===== src/rtl/req_ack_multi_pkg.sv =====
// Shared types and constants for the multi-channel req/ack stimulus generator.
package req_ack_multi_pkg;

    typedef enum logic [2:0] {
        IDLE,
        REQ,
        WAIT,
        ACK,
        GAP
    } state_e;

    localparam logic [1:0] MODE_PULSE = 2'd0;
    localparam logic [1:0] MODE_LEVEL = 2'd1;
    localparam logic [1:0] MODE_NOACK = 2'd2;

endpackage


===== src/rtl/req_ack_chan.sv =====
// One req/ack channel: Moore FSM with per-transaction latched mode, ack delay and gap.
module req_ack_chan
    import req_ack_multi_pkg::*;
#(
    parameter int DLY_W = 4
) (
    input  logic             clk,
    input  logic             reset_n,
    input  logic             go,
    input  logic [1:0]       mode,
    input  logic [DLY_W-1:0] ack_dly,
    input  logic [DLY_W-1:0] gap,
    output logic             req,
    output logic             ack,
    output logic             done,
    output logic             idle
);

    state_e           state_q, state_d;
    logic [DLY_W-1:0] cnt_q, cnt_d;
    logic [1:0]       mode_q;
    logic [DLY_W-1:0] dly_q, gap_q;
    logic             load;

    // NOTE: every combinational output gets a default first so no path infers a latch.
    always_comb begin
        state_d = state_q;
        cnt_d   = cnt_q;
        load    = 1'b0;
        case (state_q)
            IDLE: begin
                if (go) begin
                    state_d = REQ;
                    load    = 1'b1;
                end
            end
            REQ: begin
                if (dly_q != '0) begin
                    state_d = WAIT;
                    cnt_d   = dly_q - DLY_W'(1);
                end else begin
                    state_d = ACK;
                end
            end
            WAIT: begin
                if (cnt_q == '0) state_d = ACK;
                else             cnt_d   = cnt_q - DLY_W'(1);
            end
            ACK: begin
                if (gap_q != '0) begin
                    state_d = GAP;
                    cnt_d   = gap_q - DLY_W'(1);
                end else if (go) begin
                    state_d = REQ;
                    load    = 1'b1;
                end else begin
                    state_d = IDLE;
                end
            end
            GAP: begin
                if (cnt_q != '0) begin
                    cnt_d = cnt_q - DLY_W'(1);
                end else if (go) begin
                    state_d = REQ;
                    load    = 1'b1;
                end else begin
                    state_d = IDLE;
                end
            end
            default: state_d = IDLE;
        endcase
    end

    // NOTE: sequential state uses non-blocking assignments so all registers update together.
    always_ff @(posedge clk or negedge reset_n) begin
        if (!reset_n) begin
            state_q <= IDLE;
            cnt_q   <= '0;
            mode_q  <= MODE_PULSE;
            dly_q   <= '0;
            gap_q   <= '0;
        end else begin
            state_q <= state_d;
            cnt_q   <= cnt_d;
            if (load) begin
                mode_q <= mode;
                dly_q  <= ack_dly;
                gap_q  <= gap;
            end
        end
    end

    // Outputs depend only on registered state and latched mode; mode 3 falls through as PULSE.
    always_comb begin
        req  = (state_q == REQ) ||
               ((mode_q == MODE_LEVEL) && ((state_q == WAIT) || (state_q == ACK)));
        ack  = (state_q == ACK) && (mode_q != MODE_NOACK);
        done = (state_q == ACK);
        idle = (state_q == IDLE);
    end

endmodule


===== src/rtl/req_ack_multi_gen.sv =====
// Multi-channel req/ack stimulus generator: channel array, busy flag and transaction counter.
module req_ack_multi_gen
    import req_ack_multi_pkg::*;
#(
    parameter int NUM_CH = 2,
    parameter int DLY_W  = 4,
    parameter int CNT_W  = 16
) (
    input  logic              clk,
    input  logic              reset_n,
    input  logic              enable,
    input  logic [NUM_CH-1:0] ch_en,
    input  logic [1:0]        mode,
    input  logic [DLY_W-1:0]  ack_dly,
    input  logic [DLY_W-1:0]  gap,
    output logic [NUM_CH-1:0] req,
    output logic [NUM_CH-1:0] ack,
    output logic [NUM_CH-1:0] done,
    output logic              busy,
    output logic [CNT_W-1:0]  txn_cnt
);

    logic [NUM_CH-1:0] idle;
    logic [CNT_W-1:0]  done_sum;

    for (genvar i = 0; i < NUM_CH; i++) begin : g_ch
        req_ack_chan #(
            .DLY_W (DLY_W)
        ) u_chan (
            .clk     (clk),
            .reset_n (reset_n),
            .go      (enable && ch_en[i]),
            .mode    (mode),
            .ack_dly (ack_dly),
            .gap     (gap),
            .req     (req[i]),
            .ack     (ack[i]),
            .done    (done[i]),
            .idle    (idle[i])
        );
    end

    assign busy = ~&idle;

    // Channels finishing in the same cycle are all counted in one update.
    always_comb begin
        done_sum = '0;
        for (int i = 0; i < NUM_CH; i++) begin
            done_sum = done_sum + CNT_W'(done[i]);
        end
    end

    always_ff @(posedge clk or negedge reset_n) begin
        if (!reset_n) txn_cnt <= '0;
        else          txn_cnt <= txn_cnt + done_sum;
    end

endmodule


===== config.mk =====
export PLATFORM = sky130hd
export DESIGN_NAME = req_ack_multi_gen
export DESIGN_NICKNAME = d
export VERILOG_FILES = /design/src/rtl/req_ack_multi_pkg.sv /design/src/rtl/req_ack_chan.sv /design/src/rtl/req_ack_multi_gen.sv
export SDC_FILE = /design/constraint.sdc
export NUM_CORES = 1
export LEC_CHECK = 0
export BUFFER_PORTS_ARGS = -buffer_cell sky130_fd_sc_hd__buf_2
export CAP_MARGIN = 20
export CORE_ASPECT_RATIO = 0.75
export CORE_MARGIN = 5
export CORE_UTILIZATION = 30
export DETAILED_ROUTE_END_ITERATION = 8
export GPL_ROUTABILITY_DRIVEN = 0
export GPL_TIMING_DRIVEN = 0
export HOLD_SLACK_MARGIN = 0.1
export SLEW_MARGIN = 20
export SYNTH_ARGS = -nofsm -noshare
export SYNTH_HDL_FRONTEND = slang
export SYNTH_SLANG_ARGS = --single-unit

===== constraint.sdc =====
create_clock -name clk -period 2.7 [get_ports clk]
set_input_delay 0.405 -clock clk [delete_from_list [all_inputs] [get_ports clk]]
set_output_delay 0.405 -clock clk [all_outputs]
set_load 0.1 [all_outputs]

==> flow_summary.json <==
{
  "layout_common_cells": "50 x dfrtp_1, 37 x buf_2, 21 x nor2_1, 21 x mux2_2, 13 x o21ai_0",
  "crit_path_top_delay_cell": "nor4_1",
  "wire_per_inst_um": 14.6,
  "dp_hpwl_mm": 4.48,
  "cts_hold_buf": 0,
  "p_sw_mw": 1.94,
  "yosys_warnings": 0,
  "p_comb_frac": 0.526,
  "core_mm2": 0.00853,
  "slew_headroom": 0.449,
  "hold_violations": 0,
  "leakage_nw": 1.40,
  "drive_above_1_share": 0.292,
  "finClkSkew_ns": 0.0102,
  "clk_latency_ns": 0.29,
  "die-area_mm2": 0.0108,
  "die_h_um": 91.3,
  "drt_iter0_drc": 87,
  "avgSynthCellArea_um2": 10.6,
  "holdCritPathClass": "in -> async",
  "power_mw": 4.15,
  "ir_drop_mv": 0.954,
  "cts.sinks": 50,
  "wl_mm": 5.90,
  "power_frac_seq": 0.322,
  "num_rows": 29,
  "fmax_ghz": 0.416,
  "arrival_ns": 2.57,
  "drv_slew": 0,
  "synth_cell_types": 45,
  "antenna_found_initial": 0,
  "clock-root-buffer": "clkbuf_16",
  "nNetsFinal": 312,
  "status": "finished, final reports clean",
  "setup_viol": 0,
  "grt_pass1_wl_mm": 9.98,
  "tritoncts": "done",
  "worst_pin_slew_ns": 0.819,
  "numCtsBuffers": 5,
  "initial_core_util": 0.310,
  "maxCapViolCount": 0,
  "netlist_area_mm2": 0.00264,
  "synth-seq-area-share": 0.473,
  "critPathLaunchType": "flop",
  "clockBufferDepth": 2,
  "switching_share": 0.467,
  "htreeDepth": 2,
  "grtUsageTotal": 0.110,
  "area_delta_synth_final_pct": 17.7,
  "num_antenna_cells": 0,
  "ios": 38,
  "synth_fp_nets": 268,
  "dr.pass1.iters": 4,
  "cp_max_fo": 10,
  "reg2reg_slack_ns": 0.30,
  "synth_edf_count": 0,
  "postCtsSetupBuffers": 0,
  "synth_async_sr_flop_share": 1.00,
  "grt_pass1_vias": 2003,
  "p_clk_frac": 0.152,
  "cellPowerDensity_mw_per_mm2": 1330,
  "drc": 0,
  "crit_required_ns": 2.87,
  "layout_commonest_cell": "dfrtp_1",
  "path_clk_slew_ns": 0.07,
  "slowest_delay_ns": 0.73,
  "period_minus_slack_ns": 2.40,
  "synthFlopType": "dfrtp_1",
  "rsz0062_at_grt": "no",
  "vias": 1984,
  "cp_cell_sequence": "nor4_1 -> o21ai_0 -> a21oi_1 -> buf_2 -> mux2_2",
  "io_buffers": 37,
  "end_kind": "flop",
  "gr-total-overflow": 0,
  "ant_nets": 0,
  "grt_max_degree": 51,
  "fin_setup_tns_ns": 0,
  "p_int_mw": 2.21,
  "synthesis.instances": 250,
  "reg2reg_depth": 5,
  "fillCellCount": 844,
  "post_cts_resized": 0,
  "die_x_um": 118,
  "crit_type": "reg -> reg",
  "final.period_utilization": 0.890,
  "ys_ff_latch": 50,
  "via_per_inst": 4.92
}
layer usage:
metal | GRT usage | wire, um
met2 | 0.159 | 2410
met1 | 0.165 | 3100
met3 | 0.0329 | 359
met5 | 0 | 0
met4 | 0.0170 | 33
Yosys cell counts (7+ instances only):
library cell	n	area (um2)
o21ai_0	13	65.1
nor3b_1	9	67.6
nand2_1	10	37.5
dfrtp_1	50	1250
xor2_1	10	87.6
xnor2_1	10	87.6
nand2b_1	8	50.1
buf_4	7	52.6
o221ai_1	7	61.3
a21oi_1	11	55.1
nor2_1	21	78.8
nand3_1	7	35.0
inv_1	11	41.3
mux2_2	21	236
power groups by stage:
stage	registers [mW]	clock network [mW]	logic (mW)
finish	1.33	0.631	2.18
global route	1.38	0.681	2.38
CTS	1.33	0.650	2.19
detailed placement	1.34	0	2.19
global placement	1.34	0	2.15
floorplan	1.53	0	1.58
registers in the layout, indices dropped and copies added (netlist names):
| register | cells |
|---|---|
| g_ch.u_chan.gap_q | 8 |
| g_ch.u_chan.dly_q | 8 |
| txn_cnt | 16 |
| g_ch.u_chan.mode_q | 4 |
| g_ch.u_chan.cnt_q | 8 |
| g_ch.u_chan.state_q | 6 |
per-stage QoR:
stage,util,hold slack [ns],instance area (um2),setup WS (ns),instances
4_1_cts,0.365,0.178,3110,0.359,403
3_5_place_dp,0.348,0.460,2970,0.385,395
2_1_floorplan,-,0.109,2640,0.367,250
3_3_place_gp,0.348,0.457,2960,0.381,395
6_report,0.365,0.154,3110,0.298,403
5_1_grt,0.365,0.217,3110,0.207,403
logic make-up (layout without fill, tap and decap cells):
group / after synthesis / after routing / share of synthesized area
AO/OA/AOI/OAI: 43 / 43 / 0.116
flip-flops: 50 / 50 / 0.473
AND/OR/NAND/NOR: 83 / 83 / 0.175
adder cells (fa/ha/maj): 4 / 4 / 0.0180
multiplexers: 23 / 23 / 0.0970
XOR/XNOR: 20 / 20 / 0.0663
buffers and inverters: 27 / 72 / 0.0544
critical path, delay by kind of cell (launching register included):
kind / cells / cell delay [ns]
multiplexers: 1 / 0.36
AND/OR/NAND/NOR: 1 / 0.73
flip-flops: 1 / 0.40
AO/OA/AOI/OAI: 2 / 0.48
buffers and inverters: 1 / 0.31
worst paths after layout:
| path | start | end |
|---|---|---|
| hold reg to reg | txn_cnt[15]$_DFF_PN0_ | txn_cnt[15]$_DFF_PN0_ |
| setup / recovery | g_ch[0].u_chan.cnt_q[0]$_DFFE_PN0P_ | g_ch[0].u_chan.gap_q[1]$_DFFE_PN0P_ |
| hold / removal | reset_n | g_ch[0].u_chan.state_q[1]$_DFFE_PN0P_ |
| setup reg to reg | g_ch[0].u_chan.cnt_q[0]$_DFFE_PN0P_ | g_ch[0].u_chan.gap_q[1]$_DFFE_PN0P_ |
| min in group clk | mode[0] | g_ch[0].u_chan.mode_q[0]$_DFFE_PN0P_ |
| max in group asynchronous | reset_n | g_ch[1].u_chan.dly_q[2]$_DFFE_PN0P_ |
layout make-up:
class	count	area, um2	area share
buffer	15	98.8	0.0318
clock buffer	6	129	0.0414
clock inverter	2	17.5	0.00563
inverter	12	45.0	0.0145
multi-input combinational	173	1250	0.401
sequential	50	1250	0.402
tap	108	135	0.0434
timing repair buffer	37	188	0.0603
(Power assumes the default switching activity.)
